File: src/rtl/hazard_ctrl.sv
// Hazard/stall controller for the 5-stage pipeline: EXE/MEM destination scoreboard,
// branch flush, memory-busy freeze and a saturating stall counter. Optional macro: HAZARD_FORWARD_EN.
module hazard_ctrl #(
  parameter int REG_AW = 5,
  parameter int CNT_W  = 16
) (
  input  logic              clk,
  input  logic              rst,
  input  logic              id_valid,
  input  logic [REG_AW-1:0] id_src1,
  input  logic [REG_AW-1:0] id_src2,
  input  logic              id_two_src,
  input  logic [REG_AW-1:0] id_dest,
  input  logic              id_wb_en,
  input  logic              id_mem_r,
  input  logic              br_taken,
  input  logic              mem_busy,
  output logic              pc_freeze,
  output logic              ifid_freeze,
  output logic              ifid_flush,
  output logic              idex_bubble,
  output logic              pipe_freeze,
`ifdef HAZARD_FORWARD_EN
  output logic [1:0]        fwd_sel_a,
  output logic [1:0]        fwd_sel_b,
`endif
  output logic [CNT_W-1:0]  stall_cnt
);

  // The WB occupant is never compared (the register file writes in the first
  // half-cycle), so only the EXE and MEM slots are stored.
  logic              exe_vld_q, exe_vld_d, exe_wb_q, exe_wb_d;
  logic [REG_AW-1:0] exe_dest_q, exe_dest_d;
  logic              mem_vld_q, mem_vld_d, mem_wb_q, mem_wb_d;
  logic [REG_AW-1:0] mem_dest_q, mem_dest_d;
  logic [CNT_W-1:0]  cnt_q, cnt_d;
  logic              h1_exe, h1_mem, h2_exe, h2_mem, hazard, stall_active;
`ifdef HAZARD_FORWARD_EN
  logic              exe_mr_q, exe_mr_d;
  logic [1:0]        fwd_a_q, fwd_a_d, fwd_b_q, fwd_b_d;
`endif

  function automatic logic slot_hit(input logic vld, input logic wb,
                                    input logic [REG_AW-1:0] dest,
                                    input logic [REG_AW-1:0] src);
    return vld & wb & (dest == src) & (src != '0);
  endfunction

  always_comb begin
    h1_exe = slot_hit(exe_vld_q, exe_wb_q, exe_dest_q, id_src1);
    h1_mem = slot_hit(mem_vld_q, mem_wb_q, mem_dest_q, id_src1);
    h2_exe = id_two_src & slot_hit(exe_vld_q, exe_wb_q, exe_dest_q, id_src2);
    h2_mem = id_two_src & slot_hit(mem_vld_q, mem_wb_q, mem_dest_q, id_src2);
`ifdef HAZARD_FORWARD_EN
    hazard = id_valid & (h1_exe | h2_exe) & exe_mr_q;
`else
    hazard = id_valid & (h1_exe | h1_mem | h2_exe | h2_mem);
`endif
  end

  // Priority: memory busy, then taken branch, then data hazard.
  always_comb begin
    pc_freeze    = 1'b0;
    ifid_freeze  = 1'b0;
    ifid_flush   = 1'b0;
    idex_bubble  = 1'b0;
    pipe_freeze  = 1'b0;
    stall_active = 1'b0;
    if (mem_busy) begin
      pc_freeze   = 1'b1;
      ifid_freeze = 1'b1;
      pipe_freeze = 1'b1;
    end else if (br_taken) begin
      ifid_flush  = 1'b1;
      idex_bubble = 1'b1;
    end else if (hazard) begin
      pc_freeze    = 1'b1;
      ifid_freeze  = 1'b1;
      idex_bubble  = 1'b1;
      stall_active = 1'b1;
    end else begin
      stall_active = 1'b0;
    end
  end

  always_comb begin
    exe_vld_d  = exe_vld_q;
    exe_wb_d   = exe_wb_q;
    exe_dest_d = exe_dest_q;
    mem_vld_d  = mem_vld_q;
    mem_wb_d   = mem_wb_q;
    mem_dest_d = mem_dest_q;
    cnt_d      = cnt_q;
`ifdef HAZARD_FORWARD_EN
    exe_mr_d   = exe_mr_q;
    fwd_a_d    = fwd_a_q;
    fwd_b_d    = fwd_b_q;
`endif
    if (!mem_busy) begin
      mem_vld_d  = exe_vld_q;
      mem_wb_d   = exe_wb_q;
      mem_dest_d = exe_dest_q;
      if (idex_bubble || !id_valid) begin
        exe_vld_d  = 1'b0;
        exe_wb_d   = 1'b0;
        exe_dest_d = '0;
`ifdef HAZARD_FORWARD_EN
        exe_mr_d   = 1'b0;
        fwd_a_d    = 2'b00;
        fwd_b_d    = 2'b00;
`endif
      end else begin
        exe_vld_d  = 1'b1;
        exe_wb_d   = id_wb_en;
        exe_dest_d = id_dest;
`ifdef HAZARD_FORWARD_EN
        exe_mr_d   = id_mem_r;
        fwd_a_d    = h1_exe ? 2'b01 : (h1_mem ? 2'b10 : 2'b00);
        fwd_b_d    = h2_exe ? 2'b01 : (h2_mem ? 2'b10 : 2'b00);
`endif
      end
    end else begin
      mem_vld_d = mem_vld_q;
    end
    if (stall_active && (cnt_q != '1)) begin
      cnt_d = cnt_q + CNT_W'(1);
    end else begin
      cnt_d = cnt_q;
    end
  end

  always_ff @(posedge clk) begin
    if (rst) begin
      exe_vld_q  <= 1'b0;
      exe_wb_q   <= 1'b0;
      exe_dest_q <= '0;
      mem_vld_q  <= 1'b0;
      mem_wb_q   <= 1'b0;
      mem_dest_q <= '0;
      cnt_q      <= '0;
`ifdef HAZARD_FORWARD_EN
      exe_mr_q   <= 1'b0;
      fwd_a_q    <= 2'b00;
      fwd_b_q    <= 2'b00;
`endif
    end else begin
      exe_vld_q  <= exe_vld_d;
      exe_wb_q   <= exe_wb_d;
      exe_dest_q <= exe_dest_d;
      mem_vld_q  <= mem_vld_d;
      mem_wb_q   <= mem_wb_d;
      mem_dest_q <= mem_dest_d;
      cnt_q      <= cnt_d;
`ifdef HAZARD_FORWARD_EN
      exe_mr_q   <= exe_mr_d;
      fwd_a_q    <= fwd_a_d;
      fwd_b_q    <= fwd_b_d;
`endif
    end
  end

  assign stall_cnt = cnt_q;
`ifdef HAZARD_FORWARD_EN
  assign fwd_sel_a = fwd_a_q;
  assign fwd_sel_b = fwd_b_q;
`endif

endmodule

File: config.mk
export PLATFORM = sky130hd
export DESIGN_NAME = hazard_ctrl
export DESIGN_NICKNAME = d
export VERILOG_FILES = /design/src/rtl/hazard_ctrl.sv
export SDC_FILE = /design/constraint.sdc
export NUM_CORES = 1
export LEC_CHECK = 0
export ABC_AREA = 0
export CAP_MARGIN = 20
export CORE_ASPECT_RATIO = 2
export CORE_MARGIN = 8
export CORE_UTILIZATION = 46
export CTS_CLUSTER_SIZE = 25
export DETAILED_ROUTE_END_ITERATION = 16
export PLACE_DENSITY = 0.87
export SLEW_MARGIN = 15
export SYNTH_ARGS = -nofsm -noshare
export SYNTH_HDL_FRONTEND = slang
export SYNTH_SLANG_ARGS = --single-unit
export TNS_END_PERCENT = 5
File: constraint.sdc
create_clock -name clk -period 3.6 [get_ports clk]
set_input_delay 0.54 -clock clk [delete_from_list [all_inputs] [get_ports clk]]
set_output_delay 0.54 -clock clk [all_outputs]
set_load 0.02 [all_outputs]
==> run metrics, run 1 <==
Worst EP required 3.06 ns; # hold bufs at CTS 0; Site Rows 30; H-tree depth 2; post-DP HPWL 3270 um; input/output buffers 42; largest net degree at the start of global routing 23; Worst Hold Class flop to flop; top cell type's share of synthesized area 36.6%; clock sink total 30; Post-Route WL 4260 um; DRT Pass-1 Iters 4; die area 5850 um2; RSZ-0062 raised after global routing no; GPL Wtd Cong 0.856; clk buf depth 2; Slew @ Worst Pin 0.840 ns; CTS tree done; share of cells above drive strength 1 7.05%; synthesized flop and latch total 30; WL/cell 15.5 um; initial antenna violation count 0; max_slew headroom 43.9%; Die Y 100 um; Synth cell types 44; Post-CTS Repair Setup Buffers 0; Net Count, Synth 208; worst skew pair latency 0.28 ns; final worst path period share 93.2%; I/O pin count 44; gr usage total 15.3%; Final Setup Violations 0; DR vias/cell 5.65; Core ar. 3420 um2; max cap viols 0; CP Capture Type output pin; area leader, netlist dfxtp_1; cts bufs inserted 5; area delta synth->final 31.8%; Initial Util 48.0%; post-synthesis sequential area ratio 36.6%; Fin Clk Skew 0.00292 ns; largest cells by area after synthesis dfxtp_1, xnor2_1, mux2i_1, a21oi_1, or3_1; Post-synth ARST share 0%; status finished, final reports clean; power per cell area 320 nW/um2; worst endpoint data arrival time 2.81 ns; vias 1553; number of global-route vias before repair 1589; global-route wire length before repair 6930 um; grt total ovfl 0; die width 58.2 um; Synth Area per Inst 8.91 um2; post-route ant nets 0; dominant synthesized flop cell dfxtp_1; CP Launch Type input pin; total power 0.691 mW; # resized after CTS 0; setup TNS 0 ns; Post-route DRC 0; crit-path max FO 4; Antenna Cells 0; CTS Root Cell clkbuf_8; WS Path Type input pin to output pin; number of flops mapped to enable cells by yosys 0; VDD IR max 0.000298 V; Netlist Area Pre-Place 1640 um2; clock-pin slew on the worst setup and hold paths 0.06 ns; Pleak 0.717 nW; Final Hold Fails 0; Ys Warns 0; Fmax 0.298 GHz; crit path time final 3.35 ns; initial DRC count 25; Syn Inst Count 184; Final Max Slew Viols 0; Final #Nets 250
==> state kept, by name (all words and copies together), names as in the netlist <==
register    count
exe_dest_q      5
exe_vld_q       1
exe_wb_q        1
mem_dest_q      5
mem_vld_q       1
mem_wb_q        1
stall_cnt      16
==> final timing paths <==
path | startpoint | endpoint | slack (ns) | cells past startpoint
hold reg to reg | stall_cnt[15] | stall_cnt[15] | 0.51 | 2
setup / recovery | id_src2[1] | idex_bubble | 0.25 | 8
hold / removal | stall_cnt[15] | stall_cnt[15] | 0.51 | 2
setup reg to reg | stall_cnt[0] | stall_cnt[15] | 1.31 | 7
==> routing by layer <==
layer	track usage (%)	routed length, um
met3	4.62	198
met4	9.89	144
met1	12.1	1490
met5	0	0
met2	30.2	2420
==> layout make-up <==
type / instances / area, um2
tap: 48 / 60.1
sequential: 30 / 601
clock buffer: 7 / 86.3
multi-input combinational: 142 / 962
timing repair buffer: 44 / 435
inverter: 3 / 11.3
fill: 285 / 1250
clock inverter: 1 / 5.00
==> layout by cell type (no fill, tap or decap), drive strengths merged, types with 3 or more instances in the layout <==
master / count
or4: 5
inv: 3
a22o: 6
or3: 9
nand4: 8
and2: 4
clkbuf: 7
o21ai: 12
mux2i: 8
nand3: 6
a21oi: 13
nor2: 13
clkdlybuf4s50: 42
nand2: 10
dfxtp: 30
and3: 5
xnor2: 20
==> per-stage QoR <==
step / hold WS (ns) / instance area (um2) / setup slack (ns) / instances / util [%]
detailed placement: 0.498 / 2070 / 0.270 / 267 / 60.6
finish: 0.506 / 2160 / 0.246 / 275 / 63.3
CTS: 0.506 / 2160 / 0.237 / 275 / 63.3
floorplan: 0.486 / 1640 / 1.23 / 184 / -
global route: 0.526 / 2160 / 0.138 / 275 / 63.3
global placement: 0.485 / 2070 / 0.294 / 267 / 60.6
==> cells in the mapped netlist (3+ instances only) <==
library cell  instances
inv_1                 3
nor2_1               13
dfxtp_1              30
or3_1                 9
a22o_1                6
or4_1                 5
nand2_1              10
clkbuf_1              3
and3_1                3
a21oi_1              13
o21ai_0               3
o21ai_1               8
nand3_1               6
xnor2_1              20
mux2i_1               8
and2_1                4
nand4_1               8
==> where the power goes <==
part	internal, mW	switching (mW)	total [mW]
registers	0.335	0.00470	0.340
logic	0.0431	0.0343	0.0774
clock network	0.154	0.120	0.274
total	0.532	0.159	0.691
==> critical path: stages <==
cell             delay, ns
clkdlybuf4s50_1       0.54
xnor2_1               0.15
nand4_1               0.12
o22a_1                0.26
o2bb2ai_1             0.35
a21oi_1               0.13
nor2_1                0.10
clkdlybuf4s50_1       0.62
==> cell families (layout without fill, tap and decap cells) <==
group | after synthesis | count (layout) | share of synthesized area, %
simple gates | 68 | 68 | 23.6
compound gates | 44 | 44 | 18.2
flops | 30 | 30 | 36.6
xor+xnor | 21 | 21 | 11.2
buf+inv | 12 | 55 | 4.66
mux | 8 | 8 | 4.89
fa+ha+maj | 1 | 1 | 0.763
Note: power is estimated with default switching activity, not from simulation.
==> inputs of run 2 (changes only) <==
- CORE_UTILIZATION: 46 -> 45
- PLACE_DENSITY: 0.87 -> 0.85
==> run 2 against run 1 <==
Net effect:
- highest routed layer unchanged
- sequential power is essentially flat
- via count is 0.97% lower
- non-clock buffer count did not move
- first-iteration DRC count up 44%
- clock power is 8.8% lower
- combinational power is 2% lower
- hold slack worse by 0.0040 ns
- cell count did not move
- fmax grew 0.76%
- core utilization decreased by 3.1 points
- largest power group unchanged
- critical path depth shrank 2
- sequential share of layout area is 0.18 points higher
==> run metrics, run 2 (same netlist as run 1, synthesis figures left out) <==
share of cells above drive strength 1 6.19%; clock-pin slew on the worst setup and hold paths 0.06 ns; DRT Pass-1 Iters 4; Setup WS post-layout 0.271 ns; area delta synth->final 31.0%; vias 1538; largest net degree at the start of global routing 23; placed instance count 268; Final #Nets 250; grt total ovfl 0; die area 5950 um2; RSZ-0062 raised after global routing no; H-tree depth 2; Post-CTS Repair Setup Buffers 0; Fin Clk Skew 0.00479 ns; crit path time final 3.33 ns; WL/cell 15.5 um; VDD IR max 0.000234 V; # hold bufs at CTS 0; max_slew headroom 41.3%; Die Y 101 um; Largest register FFs 16; Final Hold Fails 0; Slew @ Worst Pin 0.880 ns; DR vias/cell 5.59; I/O pin count 44; Post-Route WL 4260 um; Antenna Cells 0; worst hold slack 0.503 ns; max cap viols 0; crit-path max FO 4; WS Path Type input pin to output pin; worst endpoint data arrival time 2.79 ns; Core Util, Final 60.2%; number of global-route vias before repair 1573; Final Setup Violations 0; Fmax 0.300 GHz; global-route wire length before repair 7050 um; worst skew pair latency 0.28 ns; CTS tree done; die width 58.7 um; most frequent cells in the layout clkdlybuf4s50_1, dfxtp_1, xnor2_1; non-filler cells, final 275; Initial Util 45.9%; Pleak 0.707 nW; # resized after CTS 0; post-route ant nets 0; final worst path period share 92.5%; initial antenna violation count 0; post-DP HPWL 3330 um; setup TNS 0 ns; gr usage total 15.4%; Site Rows 31; CP Capture Type output pin; cts bufs inserted 5; Final Max Slew Viols 0; CTS Root Cell clkbuf_8; initial DRC count 36; clock sink total 30; CP Launch Type input pin; Worst Hold Class flop to flop; status finished, final reports clean; Post-route DRC 0; clk buf depth 2; Worst EP required 3.06 ns; most common cell after layout, fill and taps aside clkdlybuf4s50_1; Setup WS pre-CTS 0.266 ns; power per cell area 310 nW/um2; Core ar. 3570 um2; input/output buffers 42; GPL Wtd Cong 0.870
## run 2: changes by cell type in the layout (fill, tap and decap cells not counted)
cell | before | now
clkbuf_1 | 1 | 2
clkbuf_8 | 6 | 5
clkinv_2 | 1 | 0
## run 2: worst paths after layout
path / start / to / slack, ns / depth (start not counted)
worst max register to register: stall_cnt[0] / stall_cnt[15] / 1.32 / 7
worst min register to register: stall_cnt[9] / stall_cnt[9] / 0.50 / 2
worst max-delay path: id_src2[2] / ifid_freeze / 0.27 / 6
worst min-delay path: stall_cnt[9] / stall_cnt[9] / 0.50 / 2
## run 2: final cells by class
type / count / area (um2)
Fill cell: 336 / 1420
Multi-Input combinational cell: 142 / 962
Sequential cell: 30 / 601
Timing Repair Buffer: 44 / 435
Clock buffer: 7 / 76.3
Tap cell: 49 / 61.3
Inverter: 3 / 11.3
## run 2: per-stage QoR
step | cell area, um2 | power [mW]
after floorplan | 1640 | 0.382
after global placement | 2070 | 0.421
after detailed placement | 2070 | 0.423
after CTS | 2150 | 0.671
after global routing | 2150 | 0.688
final | 2150 | 0.666
## run 2: critical path: stages
cell	delay, ns
clkdlybuf4s50_1	0.48
or4_1	0.56
o21ai_2	0.19
o2bb2ai_1	0.17
a31o_2	0.29
clkdlybuf4s50_1	0.56
## run 2: layer usage
metal	GRT usage, %	vias to the layer above	wire length [um]
li1	-	758	-
met1	12.7	722	1420
met2	28.7	41	2390
met3	4.83	17	224
met4	11.7	0	219
met5	0	-	0
## run 2: where the power goes
| part | internal [mW] | switching, mW | total, mW |
|---|---|---|---|
| Clock | 0.133 | 0.118 | 0.250 |
| Combinational | 0.0431 | 0.0329 | 0.0760 |
| Sequential | 0.335 | 0.00456 | 0.340 |
